File: config.mk
export PLATFORM = sky130hd
export DESIGN_NAME = sh7604_ext_bus_responder
export DESIGN_NICKNAME = d
export VERILOG_FILES = /design/src/rtl/sh7604_ext_bus_responder_pkg.sv /design/src/rtl/sh7604_ext_bus_responder.sv
export SDC_FILE = /design/constraint.sdc
export NUM_CORES = 1
export LEC_CHECK = 0
export ABC_AREA = 1
export ABC_CLOCK_PERIOD_IN_PS = 3600
export BUFFER_PORTS_ARGS = -buffer_cell sky130_fd_sc_hd__buf_4
export CAP_MARGIN = 20
export CORE_ASPECT_RATIO = 0.6
export CORE_MARGIN = 2
export CORE_UTILIZATION = 30
export DETAILED_ROUTE_END_ITERATION = 8
export PLACE_DENSITY = 0.51
export SLEW_MARGIN = 40
export SYNTH_ARGS = -nofsm -noshare
export SYNTH_HDL_FRONTEND = slang
export SYNTH_SLANG_ARGS = --single-unit
export TNS_END_PERCENT = 1
File: constraint.sdc
create_clock -name CLK -period 3.6 [get_ports CLK]
set_input_delay 0.54 -clock CLK [delete_from_list [all_inputs] [get_ports CLK]]
set_output_delay 0.54 -clock CLK [all_outputs]
set_load 0.01 [all_outputs]
File: src/rtl/sh7604_ext_bus_responder_pkg.sv
// rtl/sh7604_ext_bus_responder_pkg.sv - shared types and constants for the SH7604 external bus responder
package sh7604_ext_bus_responder_pkg;

   typedef enum logic [1:0] {
      IDLE     = 2'd0,
      WAIT_REQ = 2'd1,
      DONE     = 2'd2
   } bus_state_t;

   localparam logic [31:0] CPU_DI_TIMEOUT = 32'hFFFF_FFFF;
   localparam int          CNT_W          = 8;

   function automatic logic [CNT_W-1:0] sat_inc(input logic [CNT_W-1:0] v);
      return (v == {CNT_W{1'b1}}) ? v : v + {{(CNT_W-1){1'b0}}, 1'b1};
   endfunction

endpackage

File: src/rtl/sh7604_ext_bus_responder.sv
// rtl/sh7604_ext_bus_responder.sv - SH7604 chip-select area slave converting bus cycles into req/ack transactions
module sh7604_ext_bus_responder
   import sh7604_ext_bus_responder_pkg::*;
#(
   parameter int ADDR_W   = 20,
   parameter int MIN_WAIT = 1,
   parameter int TIMEOUT  = 255
) (
   input  logic              CLK,
   input  logic              RST_N,
   input  logic              CE_R,
   input  logic              CE_F,
   input  logic [26:0]       A,
   input  logic [31:0]       CPU_DO,
   output logic [31:0]       CPU_DI,
   input  logic              BS_N,
   input  logic              CS_N,
   input  logic              RD_WR_N,
   input  logic [3:0]        WE_N,
   input  logic              RD_N,
   output logic              WAIT_N,
   output logic [ADDR_W-1:0] MEM_A,
   output logic [31:0]       MEM_DO,
   input  logic [31:0]       MEM_DI,
   output logic [3:0]        MEM_BE,
   output logic              MEM_WR,
   output logic              MEM_REQ,
   input  logic              MEM_ACK,
   output logic              ERR
);

   localparam logic [CNT_W:0] MIN_WAIT_C = (CNT_W+1)'(MIN_WAIT);
   localparam logic [CNT_W:0] TIMEOUT_C  = (CNT_W+1)'(TIMEOUT);

   bus_state_t       state;
   logic [CNT_W-1:0] wait_cnt;
   logic             ack_seen;
   logic [31:0]      ack_data;

   logic             start;
   logic             ack_now;
   logic             min_met;
   logic             tmo_hit;
   logic [CNT_W:0]   cnt_p1;
   logic             unused_pins;

   // RD_N may trail BS_N, so reads are accepted on BS_N alone
   assign unused_pins = ^{CE_F, RD_N, A[26:ADDR_W]};

   assign start   = !CS_N && !BS_N && (state != WAIT_REQ);
   assign cnt_p1  = {1'b0, wait_cnt} + (CNT_W+1)'(1);
   assign ack_now = MEM_ACK || ack_seen;
   assign min_met = cnt_p1 >= MIN_WAIT_C;
   assign tmo_hit = cnt_p1 >= TIMEOUT_C;

   always_ff @(posedge CLK or negedge RST_N) begin
      if (!RST_N) begin
         state    <= IDLE;
         wait_cnt <= '0;
         ack_seen <= 1'b0;
         ack_data <= '0;
         CPU_DI   <= '0;
         WAIT_N   <= 1'b1;
         MEM_A    <= '0;
         MEM_DO   <= '0;
         MEM_BE   <= '0;
         MEM_WR   <= 1'b0;
         MEM_REQ  <= 1'b0;
         ERR      <= 1'b0;
      end else if (CE_R) begin
         ERR <= 1'b0;
         if (start) begin
            MEM_A    <= A[ADDR_W-1:0];
            MEM_WR   <= !RD_WR_N;
            if (!RD_WR_N) begin
               MEM_DO <= CPU_DO;
               MEM_BE <= ~WE_N;
            end else begin
               MEM_BE <= 4'hF;
            end
            MEM_REQ  <= 1'b1;
            WAIT_N   <= 1'b0;
            wait_cnt <= '0;
            ack_seen <= 1'b0;
            state    <= WAIT_REQ;
         end else begin
            case (state)
               WAIT_REQ: begin
                  if (CS_N) begin
                     MEM_REQ <= 1'b0;
                     WAIT_N  <= 1'b1;
                     state   <= IDLE;
                  end else begin
                     wait_cnt <= sat_inc(wait_cnt);
                     // first ACK's data is held until the wait floor is met
                     if (MEM_ACK && !ack_seen) begin
                        ack_seen <= 1'b1;
                        ack_data <= MEM_DI;
                     end
                     if (ack_now && min_met) begin
                        if (!MEM_WR) CPU_DI <= ack_seen ? ack_data : MEM_DI;
                        MEM_REQ <= 1'b0;
                        WAIT_N  <= 1'b1;
                        state   <= DONE;
                     end else if (!ack_now && tmo_hit) begin
                        if (!MEM_WR) CPU_DI <= CPU_DI_TIMEOUT;
                        MEM_REQ <= 1'b0;
                        WAIT_N  <= 1'b1;
                        ERR     <= 1'b1;
                        state   <= DONE;
                     end
                  end
               end
               DONE: begin
                  if (CS_N) state <= IDLE;
               end
               default: state <= IDLE;
            endcase
         end
      end
   end

endmodule

# Yosys cells after proc, flatten, opt, wreduce, memory -nomap -nowiden
# Cells that the tools add are included.
[word_totals] regBits=135
[op_classes] n_reduce_logical=23 n_lt_le_gt_ge=2 n_bitwise=4 eq_ne=10 addsub=2 n_mux=35
[op_table] operator="32-bit two-way mux" n=5
[op_table] operator="8-bit two-way mux" n=4
[op_table] operator="1-bit two-way mux" n=19
[op_table] operator="2-bit two-way mux" n=5
[op_table] operator="8-bit by 1-bit adder with 9-bit output (second input constant)" n=1
[op_table] operator="9-bit by 1-bit >= comparator with 1-bit output (second input constant)" n=1
[op_table] operator="9-bit by 8-bit >= comparator with 1-bit output (second input constant)" n=1
[op_table] operator="3-bit AND reduction" n=3
[op_table] operator="8-bit by 1-bit adder with 8-bit output (second input constant)" n=1
[op_table] operator="8-bit equality test (second input constant)" n=1
[op_table] operator="4-bit AND reduction" n=2
[op_table] operator="7-bit AND reduction" n=1
[op_table] operator="2-bit != test (second input constant)" n=3
[op_table] operator="2-bit nonzero test" n=3
[op_table] operator="1-bit logical AND" n=5
[op_table] operator="1-bit logical NOT" n=5
[op_table] operator="5-bit != test (second input constant)" n=1
[op_table] operator="5-bit AND reduction" n=1
[op_table] operator="4-bit two-way mux" n=1
[op_table] operator="2-bit by 1-bit != test with 1-bit output (second input constant)" n=2
[op_table] operator="4-bit NOT" n=1
[op_table] operator="2-bit case mux with 2 select lines" n=1
[op_table] operator="4-bit nonzero test" n=1
[op_table] operator="3-bit != test (second input constant)" n=1
[op_table] operator="other kinds (5)" n=7

# Logic depth before layout (Yosys ltp)
# Gate-level depths: netlist of run 1.
[depth] ltp_word=8 depth_mapped=15

# Worst setup path after synthesis of run 1
# No wires, ideal clock.
[synth_path] path_type="flip-flop to flip-flop" startpoint="register wait_cnt[0]" endpoint="register CPU_DI[0]" path_stages_with_launch=12 synth_period_minus_slack_ns=1.893 arrival_time_ns=1.773 n_path_buf=1 setup_ns=0.119 path_slack_ns=1.707 cell_sequence="dfrtp_1 -> inv_1 -> ha_1 -> nor2_1 -> nand2_1 -> nor2_1 -> nand3_1 -> o21bai_4 -> nand2_2 -> nand3_4 -> buf_6 -> o21ai_2"
[synth_between] elab_chain_cells=5 word_cells_on_any_way=10 classes_between="add/sub (1); order compare (2); eq/ne (2); mux (1); reduce/logical (4)"
[synth_lines] item="from (decl)" line_no="sh7604_ext_bus_responder.sv:36" source="logic [CNT_W-1:0] wait_cnt;"
[synth_lines] item="from (signal assigned)" line_no="sh7604_ext_bus_responder.sv:94" source="wait_cnt <= sat_inc(wait_cnt);"
[synth_lines] item="8-bit by 1-bit adder with 9-bit output *" line_no="sh7604_ext_bus_responder.sv:51" source="assign cnt_p1 = {1'b0, wait_cnt} + (CNT_W+1)'(1);"
[synth_lines] item="9-bit by 8-bit >= comparator with 1-bit output or 9-bit by 1-bit >= comparator with 1-bit output (tied branches)" line_no="sh7604_ext_bus_responder.sv:54, sh7604_ext_bus_responder.sv:53"
[synth_lines] item="1-bit logical AND (on tied branches)" line_no="sh7604_ext_bus_responder.sv:105, sh7604_ext_bus_responder.sv:100"
[synth_lines] item="2-bit != test (no line) or 2-bit nonzero test (tied branches)"
[synth_lines] item="7-bit AND reduction (no line)"
[synth_lines] item="to (signal assigned)" line_no="sh7604_ext_bus_responder.sv:101" source="if (!MEM_WR) CPU_DI <= ack_seen ? ack_data : MEM_DI;"
[synth_lines] item="to (decl)" line_no="sh7604_ext_bus_responder.sv:15" source="output logic [31:0] CPU_DI,"
# Mark *: on every way between the ends. The rest lies on a longest branch, timed or not.
# A chain may end at the register's enable or synchronous reset.

# Final worst setup path of run 1
[layout_path] startpoint="register wait_cnt[0]" endpoint="register CPU_DI[5]"
# Same word-level chain as after synthesis.

==> impl_metrics.json, run 1 <==
{
  "status": "complete, no violations",
  "critical_path.top_delay_family": "simple AND/OR/NAND/NOR gates",
  "required_ns": 3.90,
  "syn_nets": 809,
  "skew_ns": 0.0105,
  "n_antenna_cell": 0,
  "rr_startpoint": "wait_cnt[0]",
  "slowest_stage": "dfrtp_1",
  "end_kind": "register",
  "p_clk_share_pct": 28.6,
  "yosysMostFrequentCell": "nand2_1",
  "numCtsBuffers": 17,
  "ys.flop_type": "dfrtp_1",
  "die_y_um": 113,
  "port_buffers": 186,
  "synth_area_leader_cell": "dfrtp_1",
  "nets": 988,
  "synth_top_area_share_pct": 56.3,
  "rsz0062_at_grt": "false",
  "power_switching_mw": 2.16,
  "cts_max_level": 4,
  "crit_fanout": 42,
  "nFillCells": 1984,
  "grt_overflow_total": 0,
  "post_cts_buffers": 0,
  "synth.top_cells.by_count": "nand2_1, dfrtp_1, o21ai_0, inv_1, nor2_1",
  "postRouteAntennaNets": 0,
  "reg2reg_to": "CPU_DI[5]",
  "cts_tree": "built",
  "grt_pass1_vias": 4860,
  "crit_chain": "ha_1 > nand2_1 > nor2_2 > nand2_1 > nand2_1 > nand2_2 > nor2_1 > nand2_1 > nand2_1 > nand2_1 > nand2_2 > nand3_4 > buf_12 > nand2_1 > o21ai_2",
  "die_area_um2": 21000,
  "cts_resized": 0,
  "critPathKind": "register to register",
  "final-setup-viol-count": 0,
  "synth_seq_cells": 135,
  "drtPass1Iterations": 6,
  "arrival_ns": 2.77,
  "p_int_mw": 4.18,
  "crit_path_max_incr_delay_ns": 0.44,
  "initialDrtViolationCount": 324,
  "powerDensity_nw_per_um2": 771,
  "hold_violations": 0,
  "drc": 0,
  "syn-cell-area_um2": 5960,
  "ioPinCount": 196,
  "root_buffer": "clkbuf_16",
  "r2r_cells": 15,
  "die_w_um": 186,
  "wirelength_mm": 15.5,
  "place_hpwl_mm": 10.7,
  "grt_start_max_net_pins": 69,
  "start_util_pct": 31.0,
  "fin_tns_setup_ns": 0,
  "postSynthAreaPerCell_um2": 8.49,
  "grt_util_all_layers_pct": 15.4,
  "core_um2": 19200,
  "finalCriticalPeriod_ns": 2.47,
  "synth_edf_count": 0,
  "ctsHoldBuffers": 0,
  "ys.warnings.count": 0,
  "drive_gt1_share_pct": 30.2,
  "hold_path.class": "input port to async pin",
  "netSwitchingFraction_pct": 34.1,
  "r2r_slack_ns": 1.13,
  "synth_top_cells_by_area": "dfrtp_1, nand2_1, o21ai_0",
  "cap_violations": 0,
  "synth_cell_types": 25,
  "seqPwrFrac_pct": 38.8,
  "syn_inst": 702,
  "max-vdd-ir-drop_uv": 374,
  "fin_crit_sh_pct": 68.6,
  "area_growth_pct": 38.0,
  "ys_seq_area_share_pct": 56.7,
  "clock.fmax_ghz": 0.405,
  "place_ws_ns": 0.837,
  "crit_path_start_kind": "register",
  "hold_slack_ns": 0.0916,
  "placementRows": 39,
  "maxSlewHeadroom_pct": 45.8,
  "async_flop_share_pct": 100,
  "crit_buf_inv": 1,
  "routabilityCongestion": 0.758,
  "crit_top_cell": "nand2_1",
  "p_leak_nw": 4.30,
  "avgRoutedWirePerCell_um": 13.4,
  "via_per_inst": 4.24,
  "worstMarginPinSlew_ns": 0.812,
  "path_clk_slew_ns": 0.06,
  "cts.sinks": 135,
  "setup_ws_ns": 1.13,
  "vias": 4923,
  "antenna_found_initial": 0,
  "clock_latency_ns": 0.42,
  "clockBufferDepth": 2,
  "pwr-share-comb_pct": 32.6,
  "grt_pass1_wl_mm": 25.4,
  "drv_slew": 0
}
## flip-flops by register name (all words and copies together), names as in the netlist
signal    cells
MEM_WR        1
ack_data     32
CPU_DI       32
MEM_REQ       1
state         2
WAIT_N        1
MEM_BE        4
MEM_DO       32
ack_seen      1
wait_cnt      8
MEM_A        20
ERR           1
## kinds of logic (layout without fill, tap and decap cells)
group | count (synthesis) | in the layout | share of synthesized area, %
compound gates | 117 | 117 | 12.4
fa+ha+maj | 3 | 3 | 0.630
buf+inv | 89 | 281 | 6.49
flops | 135 | 135 | 56.7
simple gates | 358 | 358 | 23.8
## per-layer routing
| layer | vias to the layer above | GRT usage (%) | wire length (um) |
|---|---|---|---|
| li1 | 2556 | - | - |
| met1 | 2213 | 22.9 | 8160 |
| met2 | 143 | 20.4 | 5740 |
| met3 | 11 | 6.60 | 1500 |
| met4 | 0 | 3.78 | 123 |
| met5 | - | 0 | 0 |
## power by group through the flow
stage          sequential, mW  clock (mW)  combinational, mW
2_1_floorplan            2.59           0               1.01
3_3_place_gp             2.48           0               2.09
3_5_place_dp             2.48           0               2.11
4_1_cts                  2.46        1.87               2.11
5_1_grt                  2.55        1.94               2.34
6_report                 2.46        1.81               2.07
## final cells by class
type                       count  area (um^2)  share of cell area, %
inverter                      56          210                   2.56
timing repair buffer         193         1480                   18.0
clock buffer                  19          443                   5.39
clock inverter                13          171                   2.08
sequential                   135         3380                   41.1
multi-input combinational    478         2210                   26.8
tap                          266          333                   4.05
## layout by cell type (no fill, tap or decap), drive strengths merged, types with 2 or more instances in the layout
| master | netlist | routed |
|---|---|---|
| bufinv | 0 | 3 |
| ha | 3 | 3 |
| clkbuf | 19 | 19 |
| nand3 | 18 | 18 |
| a2bb2oi | 4 | 4 |
| a21oi | 4 | 4 |
| clkinvlp | 0 | 2 |
| clkinv | 0 | 6 |
| nand2 | 287 | 287 |
| o21ai | 104 | 104 |
| buf | 14 | 193 |
| dfrtp | 134 | 134 |
| nor2 | 50 | 50 |
| o22ai | 4 | 4 |
| nand4 | 3 | 3 |
| inv | 56 | 58 |
## metrics by stage
stage	utilization (%)	std cells	power [mW]	instance area [um^2]
2_1_floorplan	-	702	3.60	5960
3_3_place_gp	39.5	1128	4.57	7600
3_5_place_dp	39.6	1128	4.59	7610
4_1_cts	42.8	1160	6.45	8220
5_1_grt	42.8	1160	6.83	8220
6_report	42.8	1160	6.34	8220
## worst reg2reg max path: stages (launching register included)
cell	delay [ns]
dfrtp_1	0.44
ha_1	0.24
nand2_1	0.09
nor2_2	0.15
nand2_1	0.07
nand2_1	0.07
nand2_2	0.08
nor2_1	0.11
nand2_1	0.05
nand2_1	0.05
nand2_1	0.12
nand2_2	0.12
nand3_4	0.28
buf_12	0.31
nand2_1	0.12
o21ai_2	0.05
## worst max-delay path by stage
stage | start | end | slack [ns] | cells past startpoint
3_5_place_dp | CS_N | MEM_DO[5] | 0.84 | 11
4_1_cts | state[0] | MEM_DO[30] | 1.11 | 10
6_report | wait_cnt[0] | CPU_DI[5] | 1.13 | 15
3_3_place_gp | CS_N | MEM_DO[10] | 0.82 | 11
5_1_grt | state[0] | MEM_DO[30] | 0.81 | 10
2_1_floorplan | wait_cnt[0] | CPU_DI[0] | 1.71 | 11
No activity file was read; power rests on OpenSTA's default activity.
==> run 2: changes to the inputs <==
--- a/config.mk
+++ b/config.mk
@@ -6,7 +6,7 @@
 export NUM_CORES = 1
 export LEC_CHECK = 0
 export ABC_AREA = 1
-export ABC_CLOCK_PERIOD_IN_PS = 3600
+export ABC_CLOCK_PERIOD_IN_PS = 2300
 export BUFFER_PORTS_ARGS = -buffer_cell sky130_fd_sc_hd__buf_4
 export CAP_MARGIN = 20
 export CORE_ASPECT_RATIO = 0.6
==> constraint.sdc (replaced) <==
create_clock -name CLK -period 2.3 [get_ports CLK]
set_input_delay 0.345 -clock CLK [delete_from_list [all_inputs] [get_ports CLK]]
set_output_delay 0.345 -clock CLK [all_outputs]
set_load 0.01 [all_outputs]
==> impl_metrics.json, run 2 (same netlist as run 1, synthesis figures left out) <==
{
  "cts_tree": "built",
  "wl_met3_mm": 1.49,
  "power_switching_mw": 3.47,
  "crit_path_max_incr_delay_ns": 0.46,
  "clockBufferDepth": 2,
  "hold_depth": 2,
  "placementRows": 39,
  "cts.sinks": 135,
  "rsz0062_at_grt": "false",
  "fin_tns_setup_ns": 0,
  "worstMarginPinSlew_ns": 0.572,
  "pwr-share-comb_pct": 32.7,
  "wl_met1_mm": 8.84,
  "netSwitchingFraction_pct": 33.7,
  "final_common_cell": "nand2_1",
  "postRouteAntennaNets": 0,
  "seqPwrFrac_pct": 37.6,
  "status": "complete, no violations",
  "highest_layer": "met4",
  "final_cell_mix": "nand2_1, buf_4, dfrtp_1, o21ai_0, inv_1",
  "place_hpwl_mm": 10.7,
  "nets": 1003,
  "fin_crit_sh_pct": 92.0,
  "nFillCells": 1957,
  "die_w_um": 186,
  "port_buffers": 186,
  "r2r_cells": 11,
  "hold_violations": 0,
  "p_leak_nw": 4.43,
  "drc": 0,
  "grt_start_max_net_pins": 65,
  "grt_overflow_total": 0,
  "avgRoutedWirePerCell_um": 14.2,
  "core_um2": 19200,
  "finalCriticalPeriod_ns": 2.12,
  "power_mw": 10.3,
  "routabilityCongestion": 0.778,
  "skew_ns": 0.0120,
  "place_area_um2": 7680,
  "crit_fanout": 16,
  "end_kind": "register",
  "hold_path.class": "input port to register",
  "crit_chain": "ha_4 > nand2_1 > nor2_2 > buf_4 > nand4_1 > nand3_2 > o21bai_4 > nand2_4 > nand3_4 > buf_6 > o21ai_2",
  "path_clk_slew_ns": 0.06,
  "start_util_pct": 31.0,
  "hold_slack_ns": 0.0940,
  "area_growth_pct": 42.8,
  "grt_pass1_vias": 4763,
  "fin_util_pct": 44.3,
  "drive_gt1_share_pct": 32.0,
  "cp.depth": 11,
  "cts_max_level": 4,
  "die_area_um2": 21000,
  "root_buffer": "clkbuf_16",
  "numCtsBuffers": 17,
  "critPathKind": "register to register",
  "antenna_found_initial": 0,
  "critical_path.top_delay_family": "simple AND/OR/NAND/NOR gates",
  "vias": 5133,
  "crit_path_start_kind": "register",
  "required_ns": 2.60,
  "final-setup-viol-count": 0,
  "p_int_mw": 6.82,
  "drv_slew": 0,
  "crit_buf_inv": 2,
  "fin_area_um2": 8510,
  "wirelength_mm": 16.7,
  "reg_top3": "CPU_DI x32, MEM_DO x32, ack_data x32",
  "grt_pass1_wl_mm": 25.3,
  "ioPinCount": 196,
  "clock_latency_ns": 0.42,
  "die_y_um": 113,
  "met2_length_mm": 6.26,
  "clock.fmax_ghz": 0.473,
  "initialDrtViolationCount": 305,
  "arrival_ns": 2.41,
  "slowest_stage": "dfrtp_2",
  "powerDensity_nw_per_um2": 1210,
  "via_per_inst": 4.37,
  "max-vdd-ir-drop_uv": 612,
  "maxSlewHeadroom_pct": 61.8,
  "p_clk_share_pct": 29.8,
  "grt_util_all_layers_pct": 15.5,
  "cap_violations": 0,
  "drtPass1Iterations": 5,
  "n_antenna_cell": 0
}
## run 2: power groups by stage
stage	sequential, mW	clock [mW]	combinational [mW]
2_1_floorplan	4.06	0	1.58
3_3_place_gp	3.88	0	3.29
3_5_place_dp	3.87	0	3.32
4_1_cts	3.85	3.14	3.32
5_1_grt	3.99	3.26	3.81
6_report	3.86	3.06	3.36
## run 2: worst paths after layout
path	slack [ns]	to	from
max	0.18	CPU_DI[29]	wait_cnt[0]
min	0.09	MEM_BE[1]	WE_N[1]
max reg2reg	0.18	CPU_DI[29]	wait_cnt[0]
min reg2reg	0.47	MEM_DO[8]	MEM_DO[8]
max in group asynchronous	1.18	MEM_A[5]	RST_N
min in group asynchronous	0.47	CPU_DI[11]	RST_N
## run 2: repair_timing
| item | in CTS | in global routing |
|---|---|---|
| resized for setup | 0 | 11 |
| endpoints found under the hold margin | 50 | 0 |
| buffers inserted | 0 | 3 |
| endpoints found under the setup margin | 0 | 33 |
| hold buffers | 1 | 0 |
## run 2: metal layers
metal,vias up,track usage [%]
met2,164,20.2
li1,2599,-
met5,-,0
met3,10,6.40
met1,2360,23.1
met4,0,4.09
## run 2: area by class of cell
cell class	instances	area (um^2)	share of cell area, %
tap	266	333	3.91
clock inverter	13	219	2.57
sequential	135	3380	39.7
multi-input combinational	478	2240	26.3
timing repair buffer	208	1700	19.9
clock buffer	19	433	5.09
inverter	56	210	2.47
## run 2: metrics by stage
stage,cells,worst slack (ns)
global placement,1134,0.127
finish,1175,0.184
CTS,1167,0.0882
global route,1175,0.0195
detailed placement,1134,0.0994
floorplan,702,0.407
## run 2: worst register-to-register path, stage by stage (launching register included)
cell and delay [ns]:
dfrtp_2 0.46, ha_4 0.19, nand2_1 0.10, nor2_2 0.07, buf_4 0.13, nand4_1 0.14
nand3_2 0.12, o21bai_4 0.19, nand2_4 0.08, nand3_4 0.16, buf_6 0.30, o21ai_2 0.08
==> run 3: changes to the inputs <==
--- a/config.mk
+++ b/config.mk
@@ -14,6 +14,7 @@
 export CORE_UTILIZATION = 30
 export DETAILED_ROUTE_END_ITERATION = 8
 export PLACE_DENSITY = 0.51
+export SETUP_SLACK_MARGIN = 0.5
 export SLEW_MARGIN = 40
 export SYNTH_ARGS = -nofsm -noshare
 export SYNTH_HDL_FRONTEND = slang
==> impl_metrics.json, run 3 (same netlist as run 1, synthesis figures left out) <==
{
  "clock_latency_ns": 0.41,
  "required_ns": 2.60,
  "grt_start_max_net_pins": 52,
  "cts_tree": "built",
  "postRouteAntennaNets": 0,
  "drive_gt1_share_pct": 33.0,
  "critPathKind": "register to register",
  "fin_tns_setup_ns": 0,
  "crit_fanout": 14,
  "crit_top_cell": "nor2_1",
  "fin_util_pct": 44.5,
  "grt_pass1_wl_mm": 24.6,
  "avgRoutedWirePerCell_um": 13.4,
  "clock.fmax_ghz": 0.484,
  "p_leak_nw": 4.49,
  "final_cell_mix": "nand2_1, buf_4, dfrtp_1, o21ai_0, inv_1",
  "wirelength_mm": 15.8,
  "reg2reg_to": "CPU_DI[18]",
  "root_buffer": "clkbuf_16",
  "nFillCells": 1919,
  "cap_violations": 0,
  "min_to": "MEM_BE[3]",
  "reg_top3": "CPU_DI x32, MEM_DO x32, ack_data x32",
  "die_w_um": 186,
  "multiInputGateArea_um2": 2250,
  "maxSlewHeadroom_pct": 62.6,
  "arrival_ns": 2.36,
  "rr_startpoint": "wait_cnt[0]",
  "n_antenna_cell": 0,
  "via_per_inst": 4.23,
  "seqPwrFrac_pct": 38.8,
  "cts_max_level": 4,
  "grt_util_all_layers_pct": 15.1,
  "nets": 1008,
  "die_area_um2": 21000,
  "p_int_mw": 6.73,
  "end_kind": "register",
  "numCtsBuffers": 17,
  "port_buffers": 186,
  "drtPass1Iterations": 5,
  "power_switching_mw": 3.34,
  "powerDensity_nw_per_um2": 1180,
  "r2r_slack_ns": 0.24,
  "fin_crit_sh_pct": 89.8,
  "hold_violations": 0,
  "skew_ns": 0.00617,
  "max-vdd-ir-drop_uv": 554,
  "clockBufferDepth": 2,
  "initialDrtViolationCount": 397,
  "ioPinCount": 196,
  "drv_slew": 0,
  "start_util_pct": 31.0,
  "final-setup-viol-count": 0,
  "area_growth_pct": 43.7,
  "vias": 4996,
  "drc": 0,
  "grt_pass1_vias": 4742,
  "place_inst": 1138,
  "final-seq-area_um2": 3380,
  "routabilityCongestion": 0.757,
  "grt_overflow_total": 0,
  "layout.cells.non_filler": 1180,
  "placementRows": 39,
  "finalCriticalPeriod_ns": 2.06,
  "worstMarginPinSlew_ns": 0.560,
  "hold_path.class": "input port to register",
  "status": "complete, no violations",
  "cts.sinks": 135,
  "rsz0062_at_grt": "true",
  "crit_chain": "inv_4 > ha_4 > nor2_1 > nand2_1 > nor2_1 > nand3_1 > o21bai_4 > nand2_2 > nand3_4 > buf_12 > clkbuf_16 > o21ai_2",
  "final_common_cell": "nand2_1",
  "critPathLaunch": "wait_cnt[0]",
  "p_clk_share_pct": 28.1,
  "pwr-share-comb_pct": 33.1,
  "r2r_cells": 12,
  "power_mw": 10.1,
  "hp-start": "WE_N[3]",
  "hold_depth": 2,
  "antenna_found_initial": 0,
  "path_clk_slew_ns": 0.06,
  "netSwitchingFraction_pct": 33.2,
  "place_hpwl_mm": 10.6,
  "die_y_um": 113,
  "slowest_stage": "dfrtp_2",
  "crit_path_start_kind": "register",
  "core_um2": 19200,
  "crit_path_max_incr_delay_ns": 0.48
}
## run 3: cell types whose count changed in the layout (fill, tap and decap cells not counted), moves of 3 or more
cell and change:
inv_6 -3, buf_4 +4, clkbuf_8 +8, bufinv_16 -3, buf_12 +3, clkinv_2 +4
## run 3: repair_timing
item | in CTS | in global routing
endpoints found under the setup margin | 71 | 109
gates resized for setup | 2 | 12
pin swaps | 0 | 5
gates cloned | 0 | 4
endpoints found under the hold margin | 46 | 0
setup buffers | 1 | 4
hold buffers | 1 | 0
## run 3: per-layer routing
metal / global-route usage (%) / wire length (um) / vias up
li1: - / - / 2601
met1: 21.9 / 8310 / 2277
met2: 21.2 / 6560 / 116
met3: 5.44 / 886 / 2
met4: 4.25 / 31 / 0
met5: 0 / 0 / -
## run 3: worst max-delay path, delay by kind of cell (launching register included)
kind	cells	cell delay, ns
buffers and inverters	3	0.45
AO/OA/AOI/OAI	2	0.26
flip-flops	1	0.48
AND/OR/NAND/NOR	6	0.55
adder cells (fa/ha/maj)	1	0.21
## run 3: cell type report
cell class / count / share of cell area (%)
clock buffer: 25 / 6.25
clock inverter: 7 / 1.02
inverter: 56 / 2.48
multi-input combinational: 478 / 26.3
sequential: 135 / 39.5
tap: 266 / 3.89
timing repair buffer: 213 / 20.6
## run 3: through the flow
stage                     cell area (um^2)  hold slack, ns  setup WS (ns)
after floorplan                       5990          0.0494          0.421
after global placement                7730           0.336          0.221
after detailed placement              7730           0.333          0.208
after CTS                             8380          0.0807          0.275
after global routing                  8560          0.0806          0.128
final                                 8560           0.109          0.235
## run 3: worst max path at each step
stage	to	slack, ns	cells after the start
global route	CPU_DI[16]	0.13	16
finish	CPU_DI[18]	0.24	12
floorplan	CPU_DI[20]	0.42	15
detailed placement	CPU_DI[3]	0.21	15
CTS	CPU_DI[18]	0.28	12
global placement	CPU_DI[6]	0.22	12
## run 3: power by group through the flow
stage	registers, mW	logic (mW)	clock network [mW]
after global routing	4.03	3.77	3.04
after global placement	3.90	3.29	0
final	3.91	3.34	2.83
after floorplan	4.06	1.61	0
after detailed placement	3.90	3.31	0
after CTS	3.88	3.33	2.92
